File: src/rtl/project_mux_pkg.sv
// project_mux_pkg: shared definitions for the project IO multiplexer.
//   - Word offsets of the register window (low byte of the address).
//   - STATUS register bit positions.
//   - Switching FSM state encoding.
package project_mux_pkg;

    localparam logic [7:0] OFS_ACTIVE = 8'h00;
    localparam logic [7:0] OFS_STATUS = 8'h04;
    localparam logic [7:0] OFS_OEB_LO = 8'h08;
    localparam logic [7:0] OFS_OEB_HI = 8'h0C;

    localparam int ST_BUSY     = 0;
    localparam int ST_ERR      = 1;
    localparam int ST_DONE     = 2;
    localparam int ST_PEND_LSB = 8;
    localparam int ST_IRQ_EN   = 16;

    typedef enum logic {
        RUN     = 1'b0,
        QUIESCE = 1'b1
    } mux_state_e;

endpackage

File: src/rtl/project_mux_regs.sv
// project_mux_regs: Wishbone slave for the project multiplexer.
//   Decodes the 256-byte window, generates a one-cycle ack per access,
//   stores the OEB mask and the sticky err/done flags, and serves reads.
//   Writes are captured with the access and applied at the end of the ack
//   cycle, so their effects are visible from the cycle after ack.
// Ports:
//   wb_clk_i / wb_rst_ni          clock, async active-low reset
//   wbs_*                         Wishbone slave interface
//   busy, active, pending         FSM status for readback
//   done_set                      pulse from the FSM when a switch completes
//   act_wr/act_target/act_force   ACTIVE write strobe (one cycle) to the FSM
//   oeb_mask                      software output-enable mask
//   irq_o                         registered done & irq_enable (MUX_IRQ_EN only)
// Optional feature macro: MUX_IRQ_EN.
module project_mux_regs
    import project_mux_pkg::*;
#(
    parameter int          NUM_PROJECTS = 8,
    parameter int          IO_PADS      = 38,
    parameter logic [31:0] BASE_ADDR    = 32'h3000_0000
) (
    input  logic               wb_clk_i,
    input  logic               wb_rst_ni,
    input  logic               wbs_stb_i,
    input  logic               wbs_cyc_i,
    input  logic               wbs_we_i,
    input  logic [3:0]         wbs_sel_i,
    input  logic [31:0]        wbs_adr_i,
    input  logic [31:0]        wbs_dat_i,
    output logic               wbs_ack_o,
    output logic [31:0]        wbs_dat_o,
    input  logic               busy,
    input  logic [7:0]         active,
    input  logic [7:0]         pending,
    input  logic               done_set,
    output logic               act_wr,
    output logic [7:0]         act_target,
    output logic               act_force,
    output logic [IO_PADS-1:0] oeb_mask
`ifdef MUX_IRQ_EN
    ,
    output logic               irq_o
`endif
);

    logic               ack_reg;
    logic [31:0]        dat_reg;
    logic               wr_reg;
    logic [5:0]         wofs_reg;
    logic [31:0]        wdat_reg;
    logic [3:0]         wsel_reg;
    logic [IO_PADS-1:0] mask_reg;
    logic [IO_PADS-1:0] mask_next;
    logic               err_reg;
    logic               done_reg;
    logic               irq_en_bit;

    logic               access;
    logic [5:0]         ofs;
    logic [31:0]        rdata;
    logic [63:0]        mask_ext;
    logic               wr_status;
    logic               err_set;
    logic               err_clr;
    logic               done_clr;
    logic               unused_adr;

    // The ack-high gate stops a master that holds stb through the ack edge
    // from being served twice.
    assign access     = wbs_cyc_i & wbs_stb_i & ~ack_reg
                      & (wbs_adr_i[31:8] == BASE_ADDR[31:8]);
    assign ofs        = wbs_adr_i[7:2];
    assign unused_adr = ^wbs_adr_i[1:0];

    assign wbs_ack_o = ack_reg;
    assign wbs_dat_o = dat_reg;
    assign oeb_mask  = mask_reg;
    assign mask_ext  = 64'(mask_reg);

    always_comb begin
        rdata = '0;
        case ({ofs, 2'b00})
            OFS_ACTIVE: rdata[7:0] = active;
            OFS_STATUS: begin
                rdata[ST_BUSY]            = busy;
                rdata[ST_ERR]             = err_reg;
                rdata[ST_DONE]            = done_reg;
                rdata[ST_PEND_LSB +: 8]   = pending;
                rdata[ST_IRQ_EN]          = irq_en_bit;
            end
            OFS_OEB_LO: rdata = mask_ext[31:0];
            OFS_OEB_HI: rdata = mask_ext[63:32];
            default:    rdata = '0;
        endcase
    end

    // ACTIVE needs byte 0; the force bit lives in byte 1.
    assign act_wr     = wr_reg & (wofs_reg == OFS_ACTIVE[7:2]) & wsel_reg[0];
    assign act_target = wdat_reg[7:0];
    assign act_force  = wdat_reg[8] & wsel_reg[1];

    assign wr_status = wr_reg & (wofs_reg == OFS_STATUS[7:2]);
    assign err_set   = act_wr & ({24'd0, act_target} >= 32'(NUM_PROJECTS));
    assign err_clr   = wr_status & wsel_reg[0] & wdat_reg[ST_ERR];
    assign done_clr  = wr_status & wsel_reg[0] & wdat_reg[ST_DONE];

    // Per-bit mask update: each pad bit belongs to one word and one byte lane.
    genvar gi;
    generate
        for (gi = 0; gi < IO_PADS; gi++) begin : g_mask
            localparam int          BIT  = gi % 32;
            localparam int          LANE = BIT / 8;
            localparam logic [5:0]  WOFS = (gi < 32) ? OFS_OEB_LO[7:2] : OFS_OEB_HI[7:2];
            assign mask_next[gi] = (wr_reg && (wofs_reg == WOFS) && wsel_reg[LANE])
                                 ? wdat_reg[BIT] : mask_reg[gi];
        end
    endgenerate

    always_ff @(posedge wb_clk_i or negedge wb_rst_ni) begin
        if (!wb_rst_ni) begin
            ack_reg  <= 1'b0;
            dat_reg  <= '0;
            wr_reg   <= 1'b0;
            wofs_reg <= '0;
            wdat_reg <= '0;
            wsel_reg <= '0;
            mask_reg <= '1;
            err_reg  <= 1'b0;
            done_reg <= 1'b0;
        end else begin
            ack_reg  <= access;
            wr_reg   <= access & wbs_we_i;
            if (access) begin
                wofs_reg <= ofs;
                wdat_reg <= wbs_dat_i;
                wsel_reg <= wbs_sel_i;
                if (!wbs_we_i) begin
                    dat_reg <= rdata;
                end
            end
            mask_reg <= mask_next;
            if (err_set) begin
                err_reg <= 1'b1;
            end else if (err_clr) begin
                err_reg <= 1'b0;
            end
            // A completing switch beats a simultaneous clear.
            if (done_set) begin
                done_reg <= 1'b1;
            end else if (done_clr) begin
                done_reg <= 1'b0;
            end
        end
    end

`ifdef MUX_IRQ_EN
    logic irq_en_reg;
    logic irq_reg;

    always_ff @(posedge wb_clk_i or negedge wb_rst_ni) begin
        if (!wb_rst_ni) begin
            irq_en_reg <= 1'b0;
            irq_reg    <= 1'b0;
        end else begin
            if (wr_status && wsel_reg[2]) begin
                irq_en_reg <= wdat_reg[ST_IRQ_EN];
            end
            irq_reg <= done_reg & irq_en_reg;
        end
    end

    assign irq_en_bit = irq_en_reg;
    assign irq_o      = irq_reg;
`else
    assign irq_en_bit = 1'b0;
`endif

endmodule

File: src/rtl/project_mux_ctrl.sv
// project_mux_ctrl: Wishbone-controlled multiplexer of NUM_PROJECTS user
// projects onto a shared IO_PADS-wide pad bus with safe switching.
//   A switch parks all projects (pads hi-z, outputs 0, all projects in
//   reset) for SETTLE_CYCLES cycles before the new project gets the pads.
// Ports:
//   wb_clk_i / wb_rst_ni   clock, async active-low reset
//   wbs_*                  Wishbone slave (see project_mux_regs)
//   io_in/io_out/io_oeb    pad side; io_oeb active-low
//   proj_io_in/proj_io_out flattened per-project buses, slice k at k*IO_PADS
//   proj_rst_o             per-project active-high reset
//   irq_o                  completion interrupt (MUX_IRQ_EN only)
// Optional feature macro: MUX_IRQ_EN.
module project_mux_ctrl
    import project_mux_pkg::*;
#(
    parameter int          NUM_PROJECTS  = 8,
    parameter int          IO_PADS       = 38,
    parameter logic [31:0] BASE_ADDR     = 32'h3000_0000,
    parameter int          SETTLE_CYCLES = 16
) (
    input  logic                            wb_clk_i,
    input  logic                            wb_rst_ni,
    input  logic                            wbs_stb_i,
    input  logic                            wbs_cyc_i,
    input  logic                            wbs_we_i,
    input  logic [3:0]                      wbs_sel_i,
    input  logic [31:0]                     wbs_adr_i,
    input  logic [31:0]                     wbs_dat_i,
    output logic                            wbs_ack_o,
    output logic [31:0]                     wbs_dat_o,
    input  logic [IO_PADS-1:0]              io_in,
    output logic [IO_PADS-1:0]              io_out,
    output logic [IO_PADS-1:0]              io_oeb,
    output logic [NUM_PROJECTS*IO_PADS-1:0] proj_io_in,
    input  logic [NUM_PROJECTS*IO_PADS-1:0] proj_io_out,
    output logic [NUM_PROJECTS-1:0]         proj_rst_o
`ifdef MUX_IRQ_EN
    ,
    output logic                            irq_o
`endif
);

    localparam int CNT_W = (SETTLE_CYCLES > 1) ? $clog2(SETTLE_CYCLES) : 1;
    localparam int IDX_W = (NUM_PROJECTS > 1) ? $clog2(NUM_PROJECTS) : 1;
    localparam logic [CNT_W-1:0] CNT_LOAD = CNT_W'(SETTLE_CYCLES - 1);

    mux_state_e         state_reg, state_next;
    logic [CNT_W-1:0]   cnt_reg, cnt_next;
    logic [7:0]         active_reg, active_next;
    logic [7:0]         pending_reg, pending_next;
    logic               done_set;
    logic               target_ok;
    logic               run;

    logic               act_wr;
    logic [7:0]         act_target;
    logic               act_force;
    logic [IO_PADS-1:0] oeb_mask;
    logic [IDX_W-1:0]   active_idx;
    logic [IO_PADS-1:0] proj_out_arr [NUM_PROJECTS];
    logic [NUM_PROJECTS-1:0] proj_sel;

    project_mux_regs #(
        .NUM_PROJECTS (NUM_PROJECTS),
        .IO_PADS      (IO_PADS),
        .BASE_ADDR    (BASE_ADDR)
    ) u_regs (
        .wb_clk_i   (wb_clk_i),
        .wb_rst_ni  (wb_rst_ni),
        .wbs_stb_i  (wbs_stb_i),
        .wbs_cyc_i  (wbs_cyc_i),
        .wbs_we_i   (wbs_we_i),
        .wbs_sel_i  (wbs_sel_i),
        .wbs_adr_i  (wbs_adr_i),
        .wbs_dat_i  (wbs_dat_i),
        .wbs_ack_o  (wbs_ack_o),
        .wbs_dat_o  (wbs_dat_o),
        .busy       (state_reg == QUIESCE),
        .active     (active_reg),
        .pending    (pending_reg),
        .done_set   (done_set),
        .act_wr     (act_wr),
        .act_target (act_target),
        .act_force  (act_force),
        .oeb_mask   (oeb_mask)
`ifdef MUX_IRQ_EN
        ,
        .irq_o      (irq_o)
`endif
    );

    assign target_ok = ({24'd0, act_target} < 32'(NUM_PROJECTS));

    always_comb begin
        state_next   = state_reg;
        cnt_next     = cnt_reg;
        active_next  = active_reg;
        pending_next = pending_reg;
        done_set     = 1'b0;
        case (state_reg)
            RUN: begin
                if (act_wr && target_ok && ((act_target != active_reg) || act_force)) begin
                    pending_next = act_target;
                    cnt_next     = CNT_LOAD;
                    state_next   = QUIESCE;
                end
            end
            QUIESCE: begin
                // Retargeting restarts the full settle window; it takes
                // priority over completion in the same cycle.
                if (act_wr && target_ok) begin
                    pending_next = act_target;
                    cnt_next     = CNT_LOAD;
                end else if (cnt_reg == '0) begin
                    active_next = pending_reg;
                    done_set    = 1'b1;
                    state_next  = RUN;
                end else begin
                    cnt_next = cnt_reg - CNT_W'(1);
                end
            end
            default: state_next = RUN;
        endcase
    end

    always_ff @(posedge wb_clk_i or negedge wb_rst_ni) begin
        if (!wb_rst_ni) begin
            state_reg   <= RUN;
            cnt_reg     <= '0;
            active_reg  <= '0;
            pending_reg <= '0;
        end else begin
            state_reg   <= state_next;
            cnt_reg     <= cnt_next;
            active_reg  <= active_next;
            pending_reg <= pending_next;
        end
    end

    // Pad and project muxing is purely combinational from the state
    // registers, so an asynchronous reset reaches the pads without a clock.
    assign run        = (state_reg == RUN);
    assign active_idx = active_reg[IDX_W-1:0];

    genvar gi;
    generate
        for (gi = 0; gi < NUM_PROJECTS; gi++) begin : g_proj
            assign proj_out_arr[gi] = proj_io_out[gi*IO_PADS +: IO_PADS];
            assign proj_sel[gi]     = run && (active_reg == 8'(gi));
            assign proj_rst_o[gi]   = ~proj_sel[gi];
            assign proj_io_in[gi*IO_PADS +: IO_PADS] = proj_sel[gi] ? io_in : '0;
        end
    endgenerate

    assign io_out = run ? proj_out_arr[active_idx] : '0;
    assign io_oeb = run ? oeb_mask : '1;

endmodule
File: config.mk
export PLATFORM = sky130hd
export DESIGN_NAME = project_mux_ctrl
export DESIGN_NICKNAME = d
export VERILOG_FILES = /design/src/rtl/project_mux_pkg.sv /design/src/rtl/project_mux_regs.sv /design/src/rtl/project_mux_ctrl.sv
export SDC_FILE = /design/constraint.sdc
export NUM_CORES = 1
export LEC_CHECK = 0
export CAP_MARGIN = 20
export CELL_PAD_IN_SITES_DETAIL_PLACEMENT = 1
export CELL_PAD_IN_SITES_GLOBAL_PLACEMENT = 1
export CORE_AREA = 2 2 322 324
export DETAILED_ROUTE_END_ITERATION = 10
export DIE_AREA = 0 0 324 326
export MAX_ROUTING_LAYER = met4
export PLACE_DENSITY = 0.45
export SLEW_MARGIN = 30
export SYNTH_ARGS = -nofsm -noshare
export SYNTH_HDL_FRONTEND = slang
export SYNTH_SLANG_ARGS = --single-unit
File: constraint.sdc
create_clock -name wb_clk_i -period 1.98 [get_ports wb_clk_i]
set_input_delay 0.495 -clock wb_clk_i [delete_from_list [all_inputs] [get_ports wb_clk_i]]
set_output_delay 0.495 -clock wb_clk_i [all_outputs]
set_load 0.005 [all_outputs]
==> results of run 1 <==
[worst min path at each step]
stage / startpoint / end / slack [ns] / cells after the start
6_report: u_regs.wdat_reg[16]$_DFFE_PN0P_ / u_regs.oeb_mask[16]$_DFFE_PN1P_ / 0.50 / 1
2_1_floorplan: wb_rst_ni / active_reg[0]$_DFFE_PN0P_ / 0.20 / 0
5_1_grt: u_regs.wdat_reg[11]$_DFFE_PN0P_ / u_regs.oeb_mask[11]$_DFFE_PN1P_ / 0.53 / 1
3_3_place_gp: wb_rst_ni / u_regs.wbs_dat_o[16]$_DFFE_PN0P_ / 0.45 / 1
3_5_place_dp: wb_rst_ni / u_regs.wbs_dat_o[20]$_DFFE_PN0P_ / 0.46 / 1
4_1_cts: u_regs.wdat_reg[16]$_DFFE_PN0P_ / u_regs.oeb_mask[16]$_DFFE_PN1P_ / 0.51 / 1
[where the power goes]
group / switching [µW] / internal [µW] / total, µW
Sequential: 0.000780 / 2800 / 2800
Clock: 1320 / 2120 / 3440
Combinational: 537 / 1040 / 1580
Total: 1850 / 5970 / 7820
[stage by stage]
step                      cell area [µm²]  setup TNS (ns)
after floorplan                     10500           -2.47
after global placement              21500         -275.89
after detailed placement            21500         -284.97
after CTS                           22900         -389.65
after global routing                24800         -357.83
final                               24800         -298.79
[layer usage]
| metal | wire (µm) | GRT usage (%) | vias up | part of all wire (%) |
|---|---|---|---|---|
| li1 | - | - | 5671 | - |
| met2 | 49100 | 29.4 | 572 | 51 |
| met3 | 7020 | 4.94 | 141 | 7.3 |
| met1 | 38300 | 18.1 | 6580 | 40 |
| met5 | 0 | - | - | 0 |
| met4 | 2120 | 5.29 | 0 | 2.2 |
[worst max-delay path: cells and delay by family (launching register included)]
family | cells | cell delay [ns]
buffers and inverters | 4 | 1.04
and+or+nand+nor | 4 | 0.53
DFF | 1 | 0.49
[area by class of cell]
type	count	area (µm²)	share of cell area (%)
timing repair buffer	1132	11800	47.4
multi-input combinational	758	7010	28.2
sequential	137	3490	14.1
tap	1380	1730	6.95
clock buffer	19	433	1.74
clock inverter	13	193	0.776
inverter	28	108	0.433
antenna	41	103	0.413
[cells in the mapped netlist (all sizes together)]
master   number  area [µm²]
nor3b         4        51.3
a31oi         3        18.8
mux2         98        1100
a22o          1        8.76
o21ai        20         100
o31ai         1        7.51
clkbuf       52         195
a211oi        1        7.51
nor4          5        31.3
dfstp        38         998
a2bb2oi       1        8.76
a21boi        1        7.51
nor2b        10        62.6
and2        305        1910
mux4         79        1780
or4b          1        10.0
a21oi        10        61.3
nand3        19         100
nor2         67         254
xor2          8        70.1
buf          29         159
nor4b         1        8.76
or2          38         238
nand4         3        18.8
dfrtp        99        2480
o2bb2ai       1        8.76
nand2b        3        18.8
nor3          8        40.0
nand2        11        41.3
or3           1        6.26
a211o         1        8.76
nor4bb        1        10.0
or4           1        11.3
mux2i        43         430
inv          28         105
ha            2        25.0
a22oi         8        60.1
nand4b        2        17.5
[cell families after synthesis]
kind of cell | count (synthesis)
adders and majority gates | 2
buffers and inverters | 109
muxes | 220
and+or+nand+nor | 480
AOI/OAI and AO/OA | 48
DFF | 137
xor gates and xnor gates | 8
[repair_timing]
item                                   CTS  global route
pin swaps                               10            43
gates cloned                            10            25
hold buffers                             1             0
setup endpoints to repair              482           507
gates resized for setup                477           916
endpoints found under the hold margin   15             0
buffers inserted                        50           109
==> results.yml, run 1 <==
synthesis:
  synthMuxAreaShare_pct: 31.6
  ys_types: 46
  synth_top_family_by_area: "multiplexers"
  synthCells: 1004
  synth_fa_ha_area_share_pct: 0.239
  synth_xor_xnor_area_share_pct: 0.669
  ys_seq_area_share_pct: 33.2
  yosysWarnings: 0
  synth_nets: 1421
  ys_seq_elements: 137
  synth_area_per_cell_um2: 10.4
  yosys.area_share.simple_pct: 27.0
  synth-compound-area-share_pct: 2.84
  netlist_area_mm2: 0.0105
critical_path:
  r2r_slack_ns: -0.45
  timing.rr.end: "pending_reg[0]$_DFFE_PN0P_"
  max_stage_delay_ns: 0.52
  crit_start: "state_reg$_DFF_PN0_"
  crit_end: "proj_io_in[146]"
  cp-start-kind: "register"
  critPathKind: "reg2out"
  required_ns: 1.48
  reg2regPathDepth: 6
  r2r-start: "u_regs.wdat_reg[6]$_DFFE_PN0P_"
  cp-end-kind: "primary output"
  crit_path_cell_trace: "nor2_4 -> nand4b_1 -> buf_6 -> buf_6 -> nor2_4 -> buf_12 -> and2_1 -> clkdlybuf4s50_1"
  arrival_ns: 2.54
  slowest_stage: "clkdlybuf4s50_1"
  worstPathMaxFanout: 39
floorplanning:
  die-height_um: 326
  rows: 118
  initial_core_util_pct: 10.2
  fp.dieArea_mm2: 0.106
  die_x_um: 324
  coreArea_mm2: 0.103
  ios: 836
grt:
  grt_util_all_layers_pct: 16.8
  grt_first_pass_wirelength_um: 118000
  grt-ovfl-total: 0
  grt_max_degree: 65
  grt_pass1_vias: 13200
  antenna_found_initial: 83
power:
  ir_worst_vdd_mv: 0.582
  leakagePower_uw: 0.0113
  finalPower_uw: 7820
  power_density_mw_per_mm2: 315
route:
  totalWireLength_um: 96600
  drc: 0
  wl_per_cell_um: 27.5
  dr.pass1.iters: 4
  vias_per_cell: 3.70
  drtAntennaViolNets: 0
  first_iter_violations: 607
  via_count: 13000
final_layout:
  drive_gt1_share_pct: 50.0
  final_cell_mix: "clkdlybuf4s50_1 (499), buf_6 (193), and2_1 (168), and2_4 (137), buf_4 (137)"
  fill_cells: 11700
  area_growth_pct: 137
  final_cells: 3508
  largest_reg_flops: 38
  final_common_cell: "clkdlybuf4s50_1"
  fin_nets: 2491
  final_util_pct: 24.2
timing:
  whs_ns: 0.503
  fin_ws_ns: -1.05
  hold_viol: 0
  rsz0062_at_grt: "yes"
  maxSlewHeadroom_pct: 59.2
  fmax_ghz: 0.330
  finalSetupViolations: 480
  finalCriticalPeriod_ns: 3.03
  fin_crit_sh_pct: 153
  worstMarginPinSlew_ns: 0.611
  maxSlewViolCount: 0
  worst_clock_skew_ns: 0.0132
outcome:
  status: "finished with violations"
  violations: "setup timing"
clocking:
  clkSinkCount: 137
  cts_made_buffers: 17
  cts-htree-levels: 4
  cts_max_path_buffers: 2
  clk_pin_slew_ns: 0.07
  clkLatencyLatePin_ns: 0.43
  cts_tree: "yes"
  clockRootBuffer: "clkbuf_16"
job:
  max_cap_viol_count: 0
place:
  gp_congestion: 0.928
  dp_slack_ns: -1.25
  place_hpwl_um: 73700
  dp_cells: 3255
  port_buffers: 833
hold_path:
  hp-class: "reg2reg"
Power figures use the tool's default switching activity.
==> inputs of run 2 (changes only) <==
- ABC_AREA: not set -> 1
- CORE_AREA: 2 2 322 324 -> 2 2 326 328
- DIE_AREA: 0 0 324 326 -> 0 0 328 330
- GPL_ROUTABILITY_DRIVEN: not set -> 0
- PLACE_DENSITY: 0.45 -> 0.48
==> results.yml, run 2 <==
clocking:
  clkLatencyLatePin_ns: 0.45
  cts_max_path_buffers: 2
  clk_pin_slew_ns: 0.07
  cts_tree: "yes"
  cts_made_buffers: 17
  clkSinkCount: 137
  cts-htree-levels: 4
  clockRootBuffer: "clkbuf_16"
synthesis:
  synth_area_leaders: "dfrtp_1 (24%), nand2_1 (19%), nor2_1 (15%)"
  synth_largest_area_cell: "dfrtp_1"
  ys_types: 30
  synth_edf_count: 0
  synthCells: 1714
  synth_commonest_cells: "nand2_1 (534), nor2_1 (425), inv_1 (126), nand3_1 (126), dfrtp_1 (99)"
  synth_area_per_cell_um2: 6.03
  ys_seq_area_share_pct: 33.6
  ys_seq_elements: 137
  netlist_area_mm2: 0.0103
  yosysMostFrequentCell: "nand2_1"
  yosysWarnings: 0
  yosysTopAreaCellShare_pct: 24.0
  async_reset_ff_share_pct: 100
  synth_flop_cell: "dfrtp_1"
  synth_nets: 2131
route:
  routed.top_layer: "met4"
  drtAntennaViolNets: 0
  wl_met3_um: 5670
  dr.pass1.iters: 5
  vias_per_cell: 3.82
  drc: 0
  met1_length_um: 43300
  totalWireLength_um: 107000
  wl_per_cell_um: 25.4
  via_count: 16000
  first_iter_violations: 932
  wl_met2_um: 55000
critical_path:
  reg2regPathDepth: 11
  r2r-start: "active_reg[2]$_DFFE_PN0P_"
  crit_end: "io_out[34]"
  arrival_ns: 2.59
  worstPathMaxFanout: 4
  slowest_stage: "dfrtp_1"
  cp-end-kind: "primary output"
  required_ns: 1.48
  crit_start: "active_reg[1]$_DFFE_PN0P_"
  crit_path_cell_trace: "buf_4 -> nor2_4 -> buf_4 -> clkbuf_16 -> buf_4 -> buf_4 -> nand2_1 -> nand4_1 -> o21ai_1 -> buf_4 -> nor2_1 -> buf_4 -> dlymetal6s2s_1"
  r2r_slack_ns: -0.02
  max_stage_delay_ns: 0.40
  cp-start-kind: "register"
  critPathKind: "reg2out"
  cpMostUsedCell: "buf_4"
  timing.rr.end: "cnt_reg[0]$_DFFE_PN0P_"
timing:
  fmax_ghz: 0.324
  finalSetupViolations: 392
  maxSlewViolCount: 0
  hold_viol: 0
  setup-tns-final_ns: -290.22
  worstMarginPinSlew_ns: 0.516
  fin_ws_ns: -1.11
  rsz0062_at_grt: "yes"
  maxSlewHeadroom_pct: 65.5
  worst_clock_skew_ns: 0.0134
  finalCriticalPeriod_ns: 3.09
  fin_crit_sh_pct: 156
final_layout:
  final_cell_mix: "clkdlybuf4s50_1 (548), nand2_1 (512), nor2_1 (345), buf_4 (211), inv_1 (123)"
  fill_cells: 12700
  fin_nets: 3191
  drive_gt1_share_pct: 28.4
  area_growth_pct: 134
  final_common_cell: "clkdlybuf4s50_1"
  largest_reg_flops: 38
  final_area_mm2: 0.0242
floorplanning:
  rows: 119
  fp.dieArea_mm2: 0.108
  ios: 836
  coreArea_mm2: 0.105
  die_x_um: 328
  initial_core_util_pct: 9.88
  die-height_um: 330
grt:
  antenna_found_initial: 44
  grt_pass1_vias: 15600
  grt_util_all_layers_pct: 18.1
  grt-ovfl-total: 0
  grt_max_degree: 44
  grt_first_pass_wirelength_um: 132000
power:
  p_int_uw: 5690
  ir_worst_vdd_mv: 0.506
  comb_power_share_pct: 22.4
  finalPower_uw: 7800
  leakagePower_uw: 0.0119
  switchingPower_uw: 2110
  power_frac_seq_pct: 35.9
  clkPwrFrac_pct: 41.7
  p_sw_share_pct: 27.1
  power_density_mw_per_mm2: 322
outcome:
  status: "finished with violations"
  violations: "setup timing"
place:
  port_buffers: 833
  placed_cell_area_mm2: 0.0220
  dp_slack_ns: -0.984
  place_hpwl_um: 82000
hold_path:
  hp-class: "reg2reg"
job:
  max_cap_viol_count: 0
## run 2: cell count changes after synthesis, sizes merged, moves of 98 or more
cell,delta
nand3,+108
and2,-305
nand2,+523
nor2,+363
mux2,-98
inv,+100
## run 2: how the worst min path moves through the flow
| stage | slack (ns) | endpoint | depth (start not counted) | from |
|---|---|---|---|---|
| 2_1_floorplan | 0.20 | active_reg[0]$_DFFE_PN0P_ | 0 | wb_rst_ni |
| 3_3_place_gp | 0.43 | u_regs.wbs_dat_o[29]$_DFFE_PN0P_ | 1 | wb_rst_ni |
| 3_5_place_dp | 0.44 | u_regs.wbs_dat_o[29]$_DFFE_PN0P_ | 1 | wb_rst_ni |
| 4_1_cts | 0.47 | u_regs.oeb_mask[27]$_DFFE_PN1P_ | 2 | u_regs.oeb_mask[27]$_DFFE_PN1P_ |
| 5_1_grt | 0.49 | u_regs.oeb_mask[31]$_DFFE_PN1P_ | 2 | u_regs.oeb_mask[31]$_DFFE_PN1P_ |
| 6_report | 0.47 | u_regs.oeb_mask[19]$_DFFE_PN1P_ | 2 | u_regs.oeb_mask[19]$_DFFE_PN1P_ |
## run 2: area by class of cell
class                           instances  area, µm²  share of cell area (%)
Clock buffer                           17        425                    1.76
Inverter                              132        498                    2.05
Multi-Input combinational cell       1333       6480                    26.7
Antenna cell                           18       45.0                   0.186
Tap cell                             1391       1740                    7.18
Clock inverter                         15        164                   0.676
Sequential cell                       137       3480                    14.4
Timing Repair Buffer                 1153      11400                    47.1
## run 2: repair_timing
action,4_1_cts,5_1_grt
resized for setup,358,566
hold endpoints to repair,27,0
setup buffers,24,75
endpoints found under the setup margin,389,397
pin swaps,12,37
gates cloned,6,17
hold buffers,1,0
## run 2: per-stage QoR
stage / hold WS [ns] / std cells / util, %
5_1_grt: 0.490 / 4192 / 23.1
4_1_cts: 0.474 / 4089 / 22.1
3_3_place_gp: 0.435 / 4026 / 21.0
6_report: 0.468 / 4196 / 23.2
3_5_place_dp: 0.435 / 4026 / 21.0
2_1_floorplan: 0.199 / 1714 / -
## run 2: cell families (layout without fill, tap and decap cells)
group                      Yosys count  in the layout  synth area share [%]
and+or+nand+nor                   1176           1176                  46.7
xor gates and xnor gates             2              2                 0.169
adders and majority gates            2              2                 0.242
buffers and inverters              244           1317                  9.95
DFF                                137            137                  33.6
AOI/OAI and AO/OA                  153            153                  9.33
other                                0             18                     0
## run 2: worst max-delay path: cells and delay by family (launching register included)
kind / cells / cell delay, ns
AOI/OAI and AO/OA: 1 / 0.20
buffers and inverters: 8 / 1.15
DFF: 1 / 0.40
and+or+nand+nor: 4 / 0.38
## run 2: routing by layer
| metal | GRT usage, % | up-vias |
|---|---|---|
| met1 | 21.2 | 7704 |
| met2 | 32.0 | 617 |
| met5 | - | - |
| li1 | - | 7555 |
| met4 | 4.37 | 0 |
| met3 | 2.98 | 151 |
## run 2: power by group through the flow
| stage | Sequential (µW) | Combinational [µW] | Clock, µW |
|---|---|---|---|
| 4_1_cts | 2800 | 1740 | 3380 |
| 3_5_place_dp | 2850 | 1730 | 0 |
| 5_1_grt | 2800 | 1850 | 3470 |
| 3_3_place_gp | 2850 | 1730 | 0 |
| 6_report | 2800 | 1750 | 3250 |
| 2_1_floorplan | 2850 | 265 | 0 |
==> inputs of run 3 (changes only) <==
- GPL_TIMING_DRIVEN: not set -> 0
==> results.yml, run 3 (synthesis gave the netlist of run 2 again) <==
clocking:
  cts-htree-levels: 4
  clkSinkCount: 137
  clockRootBuffer: "clkbuf_16"
  cts_made_buffers: 17
  clkLatencyLatePin_ns: 0.45
  clk_pin_slew_ns: 0.06
  cts_max_path_buffers: 2
  cts_tree: "yes"
final_layout:
  final_cell_mix: "nand2_1 (480), clkdlybuf4s50_1 (442), buf_2 (249), nor2_4 (166), nor2_1 (158)"
  final_cells: 4185
  largest_reg_flops: 38
  final_common_cell: "nand2_1"
  fin_nets: 3178
  final_util_pct: 24.8
  area_growth_pct: 151
  drive_gt1_share_pct: 43.0
hold_path:
  hp-class: "reg2reg"
route:
  first_iter_violations: 994
  drc: 0
  wl_per_cell_um: 26.3
  vias_per_cell: 3.89
  totalWireLength_um: 110000
  via_count: 16300
  drtAntennaViolNets: 0
  dr.pass1.iters: 5
timing:
  rsz0062_at_grt: "yes"
  maxSlewViolCount: 0
  fin_ws_ns: -0.909
  finalSetupViolations: 388
  worstMarginPinSlew_ns: 1.10
  maxSlewHeadroom_pct: 26.8
  hold_viol: 0
  worst_clock_skew_ns: 0.0118
  fmax_ghz: 0.346
  finalCriticalPeriod_ns: 2.89
  fin_crit_sh_pct: 146
floorplanning:
  ios: 836
  die-height_um: 330
  rows: 119
  initial_core_util_pct: 9.88
  fp.dieArea_mm2: 0.108
  coreArea_mm2: 0.105
  die_x_um: 328
grt:
  grt_first_pass_wirelength_um: 137000
  antenna_found_initial: 50
  grt-busiest-layer: "met2"
  grt_max_degree: 79
  grt-ovfl-total: 0
  grt_util_all_layers_pct: 19.1
  grt_pass1_vias: 15700
  globalRouteMet3Util_pct: 3.45
  grt_util_met1_pct: 21.5
  grt.met2_usage_pct: 34.3
place:
  place_hpwl_um: 88500
  port_buffers: 833
  dp_cells: 3939
  dp_slack_ns: -1.77
critical_path:
  critPathKind: "reg2out"
  r2r_slack_ns: 0.17
  cp-start-kind: "register"
  worstPathMaxFanout: 8
  required_ns: 1.48
  arrival_ns: 2.39
  cp-end-kind: "primary output"
outcome:
  status: "finished with violations"
  violations: "setup timing"
power:
  power_density_mw_per_mm2: 318
  leakagePower_uw: 0.0120
  ir_worst_vdd_mv: 0.600
job:
  max_cap_viol_count: 0
==> run 3: per-layer routing <==
layer | part of all wire [%] | vias to the layer above
met5 | 0 | -
met4 | 3.1 | 0
met3 | 5.3 | 152
met2 | 53 | 632
met1 | 39 | 7923
li1 | - | 7554
==> run 3: worst paths after layout <==
| check | from | endpoint | depth (start not counted) |
|---|---|---|---|
| min in group asynchronous | wb_rst_ni | u_regs.wbs_dat_o[27]$_DFFE_PN0P_ | 2 |
| worst min-delay path | u_regs.oeb_mask[25]$_DFFE_PN1P_ | u_regs.oeb_mask[25]$_DFFE_PN1P_ | 2 |
| max in group asynchronous | wb_rst_ni | u_regs.oeb_mask[5]$_DFFE_PN1P_ | 3 |
| worst max-delay path | active_reg[1]$_DFFE_PN0P_ | io_out[3] | 9 |
| worst min register to register | u_regs.oeb_mask[25]$_DFFE_PN1P_ | u_regs.oeb_mask[25]$_DFFE_PN1P_ | 2 |
| worst max register to register | state_reg$_DFF_PN0_ | pending_reg[2]$_DFFE_PN0P_ | 10 |
==> run 3: critical path, cell delays in order, from the launching register on <==
cell	delay [ns]
dfrtp_2	0.53
nor2_4	0.07
buf_12	0.14
buf_6	0.11
clkbuf_16	0.17
nand2_2	0.06
nand4_1	0.33
o21ai_2	0.28
nor2_2	0.09
buf_2	0.14
==> run 3: report_power, final <==
group,switching [µW],total [µW],internal [µW]
clock network,1360,3650,2280
logic,835,1780,949
registers,0.00106,2800,2800
total,2200,8230,6040
==> run 3: what timing repair did <==
| item | in CTS | in global routing |
|---|---|---|
| hold endpoints to repair | 20 | 0 |
| hold buffers | 1 | 0 |
| cloned | 8 | 27 |
| pin swaps | 67 | 116 |
| resized for setup | 1061 | 1519 |
| buffers inserted | 64 | 106 |
| setup endpoints to repair | 453 | 503 |
==> run 3: final cells by class <==
cell class	count	area, µm²
antenna	20	50.0
buffer	102	1470
clock buffer	19	443
clock inverter	13	216
fill	12500	78700
inverter	132	528
multi-input combinational	1333	8100
sequential	137	3480
tap	1391	1740
timing repair buffer	1038	9910
==> run 3: metrics by stage <==
stage | instance area (µm²) | power (µW) | hold slack, ns | setup TNS, ns
6_report | 25900 | 8230 | 0.471 | -238.53
5_1_grt | 25900 | 8550 | 0.493 | -283.33
4_1_cts | 22700 | 8150 | 0.477 | -286.72
3_5_place_dp | 20500 | 4450 | 0.467 | -530.29
3_3_place_gp | 20400 | 4440 | 0.459 | -1237.20
2_1_floorplan | 10300 | 3120 | 0.199 | 0
